**config.mk**
```make
export PLATFORM = sky130hd
export DESIGN_NAME = matrix_ram_reader
export DESIGN_NICKNAME = d
export VERILOG_FILES = /design/src/rtl/matrix_ram_reader.sv
export SDC_FILE = /design/constraint.sdc
export NUM_CORES = 1
export LEC_CHECK = 0
export ABC_AREA = 0
export ABC_CLOCK_PERIOD_IN_PS = 2400
export CAP_MARGIN = 0
export CORE_UTILIZATION = 35
export CTS_CLUSTER_DIAMETER = 120
export DETAILED_ROUTE_END_ITERATION = 7
export DONT_BUFFER_PORTS = 1
export HOLD_SLACK_MARGIN = 0.05
export PLACE_DENSITY = 0.45
export SETUP_SLACK_MARGIN = 0.02
export SYNTH_ARGS = -nofsm -noshare
export SYNTH_HDL_FRONTEND = slang
export SYNTH_SLANG_ARGS = --single-unit
```
**constraint.sdc**
```tcl
create_clock -name clk -period 2.4 [get_ports clk]
set_input_delay 0.36 -clock clk [delete_from_list [all_inputs] [get_ports clk]]
set_output_delay 0.36 -clock clk [all_outputs]
set_load 0.005 [all_outputs]
```
**src/rtl/matrix_ram_reader.sv**
```systemverilog
// rtl/matrix_ram_reader.sv - sequential byte-run reader for the matrix RAM with a credit-managed output FIFO
module matrix_ram_reader #(
    parameter int DATA_WIDTH   = 8,
    parameter int ADDRESS_BITS = 2,
    parameter int FIFO_DEPTH   = 4
) (
    input  logic                    clk,
    input  logic                    rst_n,
    input  logic                    start,
    input  logic [ADDRESS_BITS+2:0] start_idx,
    input  logic [ADDRESS_BITS+3:0] length,
    output logic                    ram_enable_n,
    output logic                    ram_wren_n,
    output logic [ADDRESS_BITS-1:0] ram_address,
    output logic [2:0]              ram_byteena,
    input  logic [DATA_WIDTH-1:0]   ram_out,
    output logic                    m_valid,
    input  logic                    m_ready,
    output logic [DATA_WIDTH-1:0]   m_data,
    output logic                    m_last,
    output logic                    busy,
    output logic                    done
);

    localparam int IDX_W = ADDRESS_BITS + 3;
    localparam int PTR_W = $clog2(FIFO_DEPTH);
    localparam int CNT_W = PTR_W + 1;

    localparam logic [IDX_W:0]   CAP     = {1'b1, {IDX_W{1'b0}}};
    localparam logic [IDX_W:0]   LEN_ONE = {{IDX_W{1'b0}}, 1'b1};
    localparam logic [IDX_W-1:0] IDX_ONE = {{(IDX_W-1){1'b0}}, 1'b1};
    localparam logic [PTR_W-1:0] PTR_ONE = {{(PTR_W-1){1'b0}}, 1'b1};
    localparam logic [CNT_W-1:0] CNT_ONE = {{(CNT_W-1){1'b0}}, 1'b1};
    localparam logic [CNT_W-1:0] DEPTH_C = FIFO_DEPTH[CNT_W-1:0];

    localparam logic [0:0] S_IDLE = 1'b0;
    localparam logic [0:0] S_RUN  = 1'b1;

    logic [0:0]              state;
    logic [IDX_W-1:0]        idx;
    logic [IDX_W:0]          run_len;
    logic [IDX_W:0]          issued;
    logic                    inflight;
    logic                    inflight_last;
    logic [ADDRESS_BITS-1:0] addr_q;
    logic [2:0]              bsel_q;

    logic [DATA_WIDTH-1:0]   mem [FIFO_DEPTH];
    logic [FIFO_DEPTH-1:0]   last_mem;
    logic [PTR_W-1:0]        wr_ptr;
    logic [PTR_W-1:0]        rd_ptr;
    logic [CNT_W-1:0]        fifo_count;

    logic                    fifo_empty;
    logic [CNT_W-1:0]        credit;
    logic [IDX_W:0]          issued_next;
    logic                    issue;
    logic                    push;
    logic                    pop;
    logic                    last_pop;

    // Credit uses registered occupancy only: a pop this cycle does not free a slot until next cycle.
    always_comb begin
        fifo_empty  = (fifo_count == '0);
        credit      = fifo_count + {{PTR_W{1'b0}}, inflight};
        issued_next = issued + LEN_ONE;
        issue       = (state == S_RUN) && (issued < run_len) && (credit < DEPTH_C);
        push        = inflight;
        pop         = !fifo_empty && m_ready;
        last_pop    = pop && last_mem[rd_ptr];
    end

    assign ram_wren_n   = 1'b1;
    assign ram_enable_n = !issue;
    assign ram_address  = issue ? idx[IDX_W-1:3] : addr_q;
    assign ram_byteena  = issue ? idx[2:0] : bsel_q;
    assign m_valid      = !fifo_empty;
    assign m_data       = fifo_empty ? '0 : mem[rd_ptr];
    assign m_last       = !fifo_empty && last_mem[rd_ptr];

    always_ff @(posedge clk or negedge rst_n) begin
        if (!rst_n) begin
            state         <= S_IDLE;
            idx           <= '0;
            run_len       <= '0;
            issued        <= '0;
            inflight      <= 1'b0;
            inflight_last <= 1'b0;
            addr_q        <= '0;
            bsel_q        <= '0;
            busy          <= 1'b0;
            done          <= 1'b0;
        end else begin
            done          <= 1'b0;
            inflight      <= issue;
            inflight_last <= issue && (issued_next == run_len);
            if (issue) begin
                idx    <= idx + IDX_ONE;
                issued <= issued_next;
                addr_q <= idx[IDX_W-1:3];
                bsel_q <= idx[2:0];
            end
            case (state)
                S_IDLE: begin
                    if (start) begin
                        state   <= S_RUN;
                        busy    <= 1'b1;
                        idx     <= start_idx;
                        run_len <= (length > CAP) ? CAP : length;
                        issued  <= '0;
                    end
                end
                S_RUN: begin
                    // A zero-length run finishes on its first RUN cycle with no reads.
                    if ((run_len == '0) || last_pop) begin
                        state <= S_IDLE;
                        busy  <= 1'b0;
                        done  <= 1'b1;
                    end
                end
                default: state <= S_IDLE;
            endcase
        end
    end

    always_ff @(posedge clk or negedge rst_n) begin
        if (!rst_n) begin
            for (int i = 0; i < FIFO_DEPTH; i++) begin
                mem[i] <= '0;
            end
            last_mem   <= '0;
            wr_ptr     <= '0;
            rd_ptr     <= '0;
            fifo_count <= '0;
        end else begin
            if (push) begin
                mem[wr_ptr]      <= ram_out;
                last_mem[wr_ptr] <= inflight_last;
                wr_ptr           <= wr_ptr + PTR_ONE;
            end
            if (pop) begin
                rd_ptr <= rd_ptr + PTR_ONE;
            end
            case ({push, pop})
                2'b10:   fifo_count <= fifo_count + CNT_ONE;
                2'b01:   fifo_count <= fifo_count - CNT_ONE;
                default: fifo_count <= fifo_count;
            endcase
        end
    end

endmodule
```
* Word level (Yosys, flattened, before mapping) *
Cells that the tools add are included.
W data, S select, Z words.

storage, ports and cells
  bits in registers = 70
  input port bits = 23
  output and inout bits = 19
  logic and storage cells = 88

operators by class
  $add $sub $neg = 7
  magnitude comparators = 9
  eq/ne operators = 5
  muxes and demuxes = 30
  bitwise gates (word level) = 3
  reductions and logical operators = 16

operators by type and width
  operator               number
  $bwmux W32             1
  $mux W8                4
  $mux W6                4
  $bmux W8 S2            1
  $demux W8 S2           1
  $mux W5                3
  $logic_and A1 B1 Y1    8
  $mux W1                8
  $add A6 B1 Y6 const B  1
  $eq A6 B6 Y1           1
  $ge A3 B3 Y1 const B   2
  $gt A6 B6 Y1 const B   1
  $logic_not A6 Y1       1
  $lt A2 B3 Y1 const B   2
  $lt A6 B6 Y1           1
  $not A2 Y3             2
  $pmux W3 S2            1
  $add A5 B1 Y5 const B  1
  $add A2 B1 Y2 const B  2
  $bwmux W4              1
  $pmux W1 S2            2
  $reduce_and A2 Y1      2
  $add A3 B1 Y3          1
  $add A3 B1 Y3 const B  1
  17 further kinds       18

* Depth between registers and ports, before layout *
Gate-level depths: netlist of the first run.

  word-level depth = 7
  mapped depth = 9
  mapped depth without buffers = 8

* Worst setup path before layout of the first run *
OpenSTA, ideal clock, no wires.

  path kind = flip-flop to output port
  start point = reg issued[3]
  end point = out ram_byteena[1]
  arrival = 1.869 ns
  required time = 2.040 ns
  path slack = 0.171 ns
  cell stages (with the launch flop) = 8
  buffers on the path = 2
  cells stage by stage = dfrtp_1 ha_1 a21oi_1 o22ai_1 or3_1 buf_2 buf_2 mux2_2

between the ends
  word-level cells in the longest chain between the ends = 4

RTL lines
  element                           RTL line  source
  start: declaration                42        logic [IDX_W:0] issued;
  start signal: assignment          99        issued <= issued_next;
  $lt A6 B6 Y1                      67        issue = (state == S_RUN) && (issued < run_len) && (credit < DEPTH_C);
  $logic_and A1 B1 Y1 (2 in a row)  67
  $mux W3                           n/a
  end: declaration                  15        output logic [2:0] ram_byteena,

Every way passes these cells.

* Worst setup path in the final report of the first run *
  start point = reg run_len[3]
  end point = out ram_address[1]

between the ends
  word-level cells in the longest chain between the ends = 4

RTL lines
  element                           RTL line  source
  start: declaration                41        logic [IDX_W:0] run_len;
  start signal: assignment          109       run_len <= (length > CAP) ? CAP : length;
  $lt A6 B6 Y1                      67
  $logic_and A1 B1 Y1 (2 in a row)  67
  $mux W2                           n/a
  end: declaration                  14        output logic [ADDRESS_BITS-1:0] ram_address,

Every way passes these cells.

==> impl_metrics.yaml, run 1 <==
run_status:
  status: "completed"
timing:
  clock_skew_ns: 0.00839
  rsz0062_at_grt: "yes"
  drv_slew: 0
  setup_viol: 0
  hold_violations: 0
  maxSlewHeadroom_pct: 66.4
  fin_setup_tns_ns: 0
  layout_min_cycle_time_ns: 2.40
  tightest_slew_ns: 0.503
  finalCritPeriodShare_pct: 99.9
  fmax_mhz: 417
yosys:
  synth_fa_ha_area_share_pct: 5.39
  ys.warnings.count: 0
  synth_most_common_cell: "dfrtp_1"
  synth_top_area_share_pct: 51.7
  synth_edf_count: 0
  synth-seq-area-share_pct: 51.7
  synth_common_cells: "dfrtp_1, mux2_2, nand2_1, inv_1"
  ys_types: 38
  syn_inst: 273
  synth_top_family_by_area: "multiplexers"
  syn_nets: 310
  synth_area_leader_cell: "dfrtp_1"
  synthXorXnorAreaFrac_pct: 4.13
  synth_area_leaders: "dfrtp_1, mux2_2, mux4_2"
  synth_area_um2: 3390
  async_reset_ff_share_pct: 100
  ys_seq_elements: 70
  synth-compound-area-share_pct: 5.35
  synth_mux_area_share_pct: 19.9
  synth_top_flop_cell: "dfrtp_1"
  yosys.area_share.simple_pct: 10.1
  avgSynthCellArea_um2: 12.4
die:
  die-area_um2: 10100
  rows: 35
  core_um2: 9330
  die_y_um: 100
  die_x_um: 100
  initial_utilization_pct: 36.4
  io_pins: 42
power:
  seqPwrFrac_pct: 36.4
  power_frac_clock_pct: 20.1
  switching_share_pct: 34.1
  p_int_mw: 3.88
  switchingPower_mw: 2.01
  comb_power_share_pct: 43.4
  peakVddDrop_mv: 0.690
  p_leak_nw: 1.75
  power.density_nw_per_um2: 1470
global_route:
  grt_max_degree: 71
  grt_pass1_vias: 2274
  grt_overflow: 0
  antenna_found_initial: 0
  grt_pass1_wl_um: 11800
  grt_usage_pct: 15.8
clocking:
  clockRootBuffer: "clkbuf_8"
  htreeDepth: 3
  clock_sinks: 70
  clockBufferDepth: 2
  cts_tree: "yes"
  clkTransAtPathRegs_ns: 0.08
  clock_latency_ns: 0.34
  numCtsBuffers: 9
drt:
  wirelength_um: 7150
  drt-initial-drc-count: 53
  dr.pass1.iters: 4
  ant_nets: 0
  drt-vias-per-instance: 4.93
  routedWlPerCell_um: 16.5
  num_vias: 2133
  drc_errors: 0
worst_setup_path:
  r2r_end: "issued[5]$_DFF_PN0_"
  crit_required_ns: 2.04
  critPathArrivalTime_ns: 2.04
  r2r_slack_ns: 0.25
  path_class: "flip-flop to primary output"
  cp-start-kind: "flip-flop"
  r2r-start: "run_len[3]$_DFFE_PN0P_"
  critPathMaxFanout: 7
  reg2regPathDepth: 9
  crit_path_end_kind: "primary output"
placed_design:
  gp_congestion: 0.770
  dp.cells: 404
  place_area_um2: 3590
  portBuffers: 0
  hpwl_um: 4930
worst_hold_path:
  hold_end: "state$_DFF_PN0_"
  hp-class: "primary input to flip-flop"
  hp-start: "start"
  min_path_cells: 1
final_layout:
  syn_to_final_growth_pct: 18.4
  regArea_um2: 1750
  layout-drive-gt1-share_pct: 32.6
  fillerInstances: 906
  final_cell_area_um2: 4010
  final_cells: 433
  multi_input_area_um2: 1590
  diodes: 0
  fin_nets: 336
job:
  maxCapViolCount: 0
## area by class of cell
class	count	share of cell area (%)
Sequential cell	70	43.6
Multi-Input combinational cell	178	39.6
Timing Repair Buffer	24	5.05
Tap cell	129	4.02
Clock buffer	11	3.52
Clock inverter	5	2.65
Inverter	16	1.50
## metrics by stage
step	total power, mW	setup slack, ns	hold slack [ns]	utilization [%]
after global placement	4.42	0.0881	0.0660	38.5
after floorplan	3.88	0.171	0.0644	-
final	5.89	0.00210	0.129	43.0
after CTS	5.92	-0.0307	0.117	42.7
after global routing	6.38	-0.0772	0.127	43.0
after detailed placement	4.47	-0.0175	0.0659	38.5
## power groups by stage
| stage | combinational [mW] | clock (mW) | sequential (mW) |
|---|---|---|---|
| 6_report | 2.56 | 1.18 | 2.15 |
| 5_1_grt | 2.88 | 1.27 | 2.23 |
| 4_1_cts | 2.55 | 1.22 | 2.15 |
| 3_5_place_dp | 2.29 | 0 | 2.18 |
| 3_3_place_gp | 2.25 | 0 | 2.17 |
| 2_1_floorplan | 1.86 | 0 | 2.03 |
## metal layers
metal  share of wire (%)  wire length, um  global-route usage (%)  up-vias
met3                 3.8              270                    3.06       12
met2                  48             3440                    25.8       44
met4                 2.1              147                    6.91        0
met5                   0                0                       0        -
li1                    -                -                       -     1016
met1                  46             3290                    20.3     1061
## critical path, cell delays in order, from the launching register on
cell and delay, ns:
dfrtp_1 0.40, inv_2 0.08, ha_4 0.20, a21oi_2 0.14, o22ai_2 0.09, or3_4 0.45
mux2_4 0.34
## worst max-delay path by stage
stage / startpoint / to / slack, ns
after floorplan: issued[3]$_DFF_PN0_ / ram_byteena[1] / 0.17
after global placement: run_len[1]$_DFFE_PN0P_ / ram_address[1] / 0.09
after detailed placement: run_len[5]$_DFFE_PN0P_ / idx[0]$_DFF_PN0_ / -0.02
after CTS: run_len[3]$_DFFE_PN0P_ / ram_address[1] / -0.03
after global routing: run_len[3]$_DFFE_PN0P_ / ram_address[1] / -0.08
final: run_len[3]$_DFFE_PN0P_ / ram_address[1] / 0.002
## state kept, by name, indices dropped and copies added (netlist names)
name / cells
busy: 1
bsel_q: 3
last_mem: 4
wr_ptr: 2
issued: 6
run_len: 6
done: 1
idx: 5
inflight: 1
rd_ptr: 2
mem: 32
addr_q: 2
fifo_count: 3
state: 1
inflight_last: 1
## kinds of logic after synthesis
logic type | after synthesis
AOI/OAI and AO/OA | 30
other | 1
muxes | 51
DFF | 70
buffers and inverters | 26
and+or+nand+nor | 65
adders and majority gates | 14
xor gates and xnor gates | 16
## cells in the final DEF, fill, tap and decap left out, drive strengths merged, types with 4 or more instances in the layout
master / n
clkbuf: 11
buf: 23
inv: 15
nor2: 5
nand3: 5
a21oi: 4
xor2: 7
nor2b: 12
o21ai: 13
dfrtp: 70
nand3b: 6
nand2: 22
mux2: 41
ha: 13
xnor2: 9
or3: 4
mux4: 9
## timing repair
action,4_1_cts,5_1_grt
hold endpoints to repair,70,0
buffers inserted,7,3
pin swaps,5,4
resized for setup,8,3
hold buffers,2,0
endpoints found under the setup margin,7,5
cloned,1,0
No activity file was read; power rests on OpenSTA's default activity.
==> run 2: changes to the inputs <==
--- a/config.mk
+++ b/config.mk
@@ -14,7 +14,7 @@
 export DONT_BUFFER_PORTS = 1
 export HOLD_SLACK_MARGIN = 0.05
 export PLACE_DENSITY = 0.45
-export SETUP_SLACK_MARGIN = 0.02
+export SETUP_SLACK_MARGIN = 0.5
 export SYNTH_ARGS = -nofsm -noshare
 export SYNTH_HDL_FRONTEND = slang
 export SYNTH_SLANG_ARGS = --single-unit
==> run 2 against run 1 <==
Clock power hardly changed. Count of clock-buffer cells in the layout is 1 lower. Sequential share of layout area is 2.9 points lower. The run now ends with hold timing, setup timing left. Final area is 7.5% higher. Largest power group unchanged. Global-route usage is 0.27 points higher.
==> impl_metrics.yaml, run 2 (synthesis results as in run 1) <==
timing:
  hold_slack_ns: -0.298
  tightest_slew_ns: 0.513
  setup_viol: 13
  clock_skew_ns: 0.00882
  rsz0062_at_grt: "yes"
  finalCritPeriodShare_pct: 104
  maxSlewHeadroom_pct: 65.7
  fmax_mhz: 401
  layout_min_cycle_time_ns: 2.49
  worst_slack_ns: -0.0924
  drv_slew: 0
  hold_violations: 70
drt:
  routedWlPerCell_um: 16.5
  drc_errors: 0
  ant_nets: 0
  drt-vias-per-instance: 4.82
  dr.pass1.iters: 4
  wirelength_um: 7310
  num_vias: 2142
  drt-initial-drc-count: 51
die:
  io_pins: 42
  die_y_um: 100
  die_x_um: 100
  core_um2: 9330
  rows: 35
  initial_utilization_pct: 36.4
  die-area_um2: 10100
global_route:
  grt_overflow: 0
  grt_pass1_wl_um: 12000
  antenna_found_initial: 0
  grt_max_degree: 71
  grt_pass1_vias: 2273
  grt_usage_pct: 16.0
final_layout:
  layout_commonest_cell: "dfrtp_1"
  regMostFlops: "mem"
  largest_register_ff_count: 32
  reg_top3: "mem x32, issued x6, run_len x6"
  mostFrequentLayoutCells: "dfrtp_1, mux2_2, buf_4, nand2_1, inv_1"
  fin_nets: 348
  syn_to_final_growth_pct: 27.3
  layout-drive-gt1-share_pct: 44.1
  fillerInstances: 872
  final_cells: 444
  regArea_um2: 1760
  diodes: 0
  final_cell_area_um2: 4320
  multi_input_area_um2: 1730
power:
  switching_share_pct: 33.0
  p_int_mw: 4.56
  power_frac_clock_pct: 17.2
  report.power.total_mw: 6.80
  peakVddDrop_mv: 0.853
  p_leak_nw: 1.89
  power.density_nw_per_um2: 1580
  seqPwrFrac_pct: 32.1
  switchingPower_mw: 2.24
  comb_power_share_pct: 50.7
clocking:
  clock_sinks: 70
  numCtsBuffers: 9
  htreeDepth: 3
  cts_tree: "yes"
  clock_latency_ns: 0.35
  clkTransAtPathRegs_ns: 0.07
  clockBufferDepth: 2
  clockRootBuffer: "clkbuf_8"
worst_setup_path:
  critPathArrivalTime_ns: 2.72
  crit_path_end_kind: "flip-flop"
  path_class: "flip-flop to flip-flop"
  critPathMaxFanout: 6
  cp-start-kind: "flip-flop"
  crit_required_ns: 2.63
placed_design:
  gp_congestion: 0.816
  dp.cells: 401
  place_area_um2: 3570
  hpwl_um: 4690
  portBuffers: 0
job:
  maxCapViolCount: 0
run_status:
  violations: "hold timing, setup timing"
  status: "finished with violations"
worst_hold_path:
  hp-class: "primary input to async pin"
==> run 2: final timing paths <==
path / start / end / slack (ns) / depth (start not counted)
worst max-delay path: run_len[2]$_DFFE_PN0P_ / issued[3]$_DFF_PN0_ / -0.09 / 14
worst min-delay path: rst_n / mem[24]$_DFFE_PN0P_ / -0.30 / 0
worst max register to register: run_len[2]$_DFFE_PN0P_ / issued[3]$_DFF_PN0_ / -0.09 / 14
worst min register to register: last_mem[2]$_DFFE_PN0P_ / last_mem[2]$_DFFE_PN0P_ / 0.50 / 1
max in group asynchronous: rst_n / inflight$_DFF_PN0_ / 2.57 / 0
min in group clk: start / state$_DFF_PN0_ / 0.13 / 1
==> run 2: final cells by class <==
type,count,share of cell area [%]
well taps,129,3.74
clock buffers,10,3.19
clock inverters,5,2.46
repair buffers,37,8.21
inverters,16,1.68
multi-input cells,177,40.0
flip-flops and latches,70,40.7
==> run 2: repair_timing <==
action                                  in CTS  in global routing
resized for setup                           48                 20
cloned                                       1                  0
pin swaps                                    8                  4
setup buffers                               17                 10
endpoints found under the hold margin       70                 70
endpoints found under the setup margin      31                 34
==> run 2: layer usage <==
metal | track usage [%] | part of all wire, %
met5 | 0 | 0
met4 | 4.68 | 1.5
met3 | 5.36 | 4.0
met2 | 27.5 | 51
met1 | 19.1 | 44
==> run 2: critical path, cell delays in order, from the launching register on <==
cell and delay, ns:
dfrtp_1 0.35, inv_1 0.05, ha_1 0.25, a21oi_4 0.17
o22ai_2 0.09, or3_4 0.41, buf_4 0.15, buf_6 0.10
buf_6 0.10, buf_6 0.11, buf_6 0.10, buf_6 0.11
buf_16 0.13, o211ai_1 0.15, o31ai_1 0.09
==> run 2: metrics by stage <==
stage          setup slack (ns)  setup TNS (ns)  util (%)
3_3_place_gp              0.170               0      38.3
3_5_place_dp              0.158               0      38.3
6_report                -0.0924          -0.797      46.3
2_1_floorplan             0.198               0         -
5_1_grt                  -0.170           -1.89      46.3
4_1_cts                  -0.106          -0.792      44.4
==> run 2: power groups by stage <==
stage               clock [mW]  sequential, mW  combinational (mW)
floorplan                    0            2.03                1.92
global placement             0            2.20                2.20
detailed placement           0            2.21                2.24
CTS                       1.21            2.17                3.16
global route              1.26            2.27                3.78
finish                    1.17            2.18                3.45
==> run 3: changes to the inputs <==
--- a/config.mk
+++ b/config.mk
@@ -8,6 +8,7 @@
 export ABC_AREA = 0
 export ABC_CLOCK_PERIOD_IN_PS = 2400
 export CAP_MARGIN = 0
+export CORE_MARGIN = 3
 export CORE_UTILIZATION = 35
 export CTS_CLUSTER_DIAMETER = 120
 export DETAILED_ROUTE_END_ITERATION = 7
==> constraint.sdc (replaced) <==
create_clock -name clk -period 2.4 [get_ports clk]
set_input_delay 0.36 -clock clk [delete_from_list [all_inputs] [get_ports clk]]
set_output_delay 0.36 -clock clk [all_outputs]
set_load 0.02 [all_outputs]
==> run 3 against run 2 <==
The flow still finishes with violations (hold timing, setup timing). Non-clock buffer count is 3 higher. Clock power shrank 8%. Global-route usage is 2.0 points lower. Count of clock-buffer cells in the layout unchanged. Sequential share of layout area is 0.63 points higher. Flip-flop and latch count did not move. Die area up 8.1%. Hold slack got worse by 0.0088 ns. Clock skew about the same. Fmax rose by 2.9%. Core utilization decreased by 0.76 points. Routed wire length fell by 1.5%. Largest power group unchanged.
==> impl_metrics.yaml, run 3 (synthesis results as in run 1) <==
drt:
  drt-vias-per-instance: 4.88
  ant_nets: 0
  num_vias: 2185
  wirelength_um: 7210
  drc_errors: 0
  dr.pass1.iters: 4
  routedWlPerCell_um: 16.1
  drt-initial-drc-count: 44
clocking:
  htreeDepth: 3
  clkTransAtPathRegs_ns: 0.08
  clockRootBuffer: "clkbuf_8"
  clockBufferDepth: 2
  cts_tree: "yes"
  clock_latency_ns: 0.35
  clock_sinks: 70
  numCtsBuffers: 9
timing:
  finalCritPeriodShare_pct: 101
  worst_slack_ns: -0.0232
  setup_viol: 5
  fin_setup_tns_ns: -0.103
  rsz0062_at_grt: "yes"
  drv_slew: 0
  clock_skew_ns: 0.00838
  hold_violations: 70
  fmax_mhz: 413
  hold_slack_ns: -0.307
  layout_min_cycle_time_ns: 2.42
final_layout:
  final_cells: 448
  finish.utilization_pct: 45.5
  regMostFlops: "mem"
  fin_nets: 351
  layout-drive-gt1-share_pct: 42.6
  diodes: 0
  mostFrequentLayoutCells: "dfrtp_1, mux2_2, buf_4, nand2_1"
  reg_top3: "mem x32, issued x6, run_len x6"
  layout_commonest_cell: "dfrtp_1"
  regArea_um2: 1750
  fillerInstances: 891
  final_cell_area_um2: 4240
  syn_to_final_growth_pct: 25.2
  multi_input_area_um2: 1710
  largest_register_ff_count: 32
global_route:
  grt_usage_pct: 14.1
  top_usage_layer: "met2"
  gr-usage-met2_pct: 23.3
  grtUsageMet1_pct: 17.2
  grt_pass1_wl_um: 12000
  grt_overflow: 0
  grt_use_met3_pct: 4.22
  grt_pass1_vias: 2321
  grt_max_degree: 71
  antenna_found_initial: 0
job:
  maxCapViolCount: 0
die:
  rows: 35
  die_x_um: 104
  die_y_um: 104
  io_pins: 42
  core_um2: 9330
  initial_utilization_pct: 36.4
  die-area_um2: 10900
power:
  p_leak_nw: 1.87
  power.density_nw_per_um2: 1570
  comb_power_share_pct: 51.4
  report.power.total_mw: 6.66
  power_frac_clock_pct: 16.2
  switching_share_pct: 37.3
  seqPwrFrac_pct: 32.4
  switchingPower_mw: 2.48
  p_int_mw: 4.18
  peakVddDrop_mv: 0.859
worst_setup_path:
  crit_path_end_kind: "primary output"
  crit_required_ns: 2.04
  critPathMaxFanout: 7
  path_class: "flip-flop to primary output"
  critPathArrivalTime_ns: 2.06
  cp-start-kind: "flip-flop"
placed_design:
  dp.cells: 405
  hpwl_um: 4740
  place_area_um2: 3610
  portBuffers: 0
  gp_congestion: 0.729
  dp_worst_setup_slack_ns: 0.105
worst_hold_path:
  hp-class: "primary input to async pin"
run_status:
  violations: "hold timing, setup timing"
  status: "finished with violations"
## run 3: changes by cell type in the layout (fill, tap and decap cells not counted), moves of 2 or more
cell,delta
ha_1,-2
buf_6,-7
clkinv_4,+3
xnor2_1,+2
dfrtp_2,-2
dfrtp_1,+2
buf_4,+11
a21oi_1,+2
xnor2_2,-2
## run 3: path summary, 6_finish.rpt
check / endpoint / from / slack, ns / cells past startpoint
worst max-delay path: ram_address[1] / run_len[5]$_DFFE_PN0P_ / -0.02 / 6
worst min-delay path: mem[27]$_DFFE_PN0P_ / rst_n / -0.31 / 0
worst max register to register: idx[3]$_DFF_PN0_ / run_len[5]$_DFFE_PN0P_ / 0.23 / 9
worst min register to register: mem[10]$_DFFE_PN0P_ / mem[10]$_DFFE_PN0P_ / 0.51 / 1
max in group asynchronous: rd_ptr[1]$_DFFE_PN0P_ / rst_n / 2.59 / 0
min in group clk: state$_DFF_PN0_ / start / 0.12 / 1
## run 3: critical path, stage by stage (launching register included)
cell      delay (ns)
dfrtp_1         0.39
inv_2           0.09
ha_4            0.21
nand2_2         0.05
nand3b_1        0.14
or3_4           0.47
mux2_4          0.37
## run 3: cell type report
| cell class | count | share of cell area, % |
|---|---|---|
| Tap cell | 129 | 3.80 |
| Clock inverter | 6 | 2.21 |
| Multi-Input combinational cell | 177 | 40.2 |
| Inverter | 16 | 1.53 |
| Sequential cell | 70 | 41.3 |
| Clock buffer | 10 | 3.01 |
| Timing Repair Buffer | 40 | 7.90 |
## run 3: power groups by stage
stage          Clock [mW]  Combinational [mW]  Sequential [mW]
2_1_floorplan           0                2.25             2.04
3_3_place_gp            0                2.60             2.18
3_5_place_dp            0                2.65             2.18
4_1_cts              1.11                3.16             2.15
5_1_grt              1.16                3.78             2.23
6_report             1.08                3.42             2.15
## run 3: repair_timing
action | 4_1_cts | 5_1_grt
setup endpoints to repair | 31 | 33
pin swaps | 4 | 7
endpoints found under the hold margin | 70 | 70
resized for setup | 35 | 15
buffers inserted | 11 | 16
## run 3: per-layer routing
metal	up-vias	part of all wire [%]
met4	0	1.4
met5	-	0
li1	1042	-
met2	36	50
met1	1098	45
met3	9	4.2
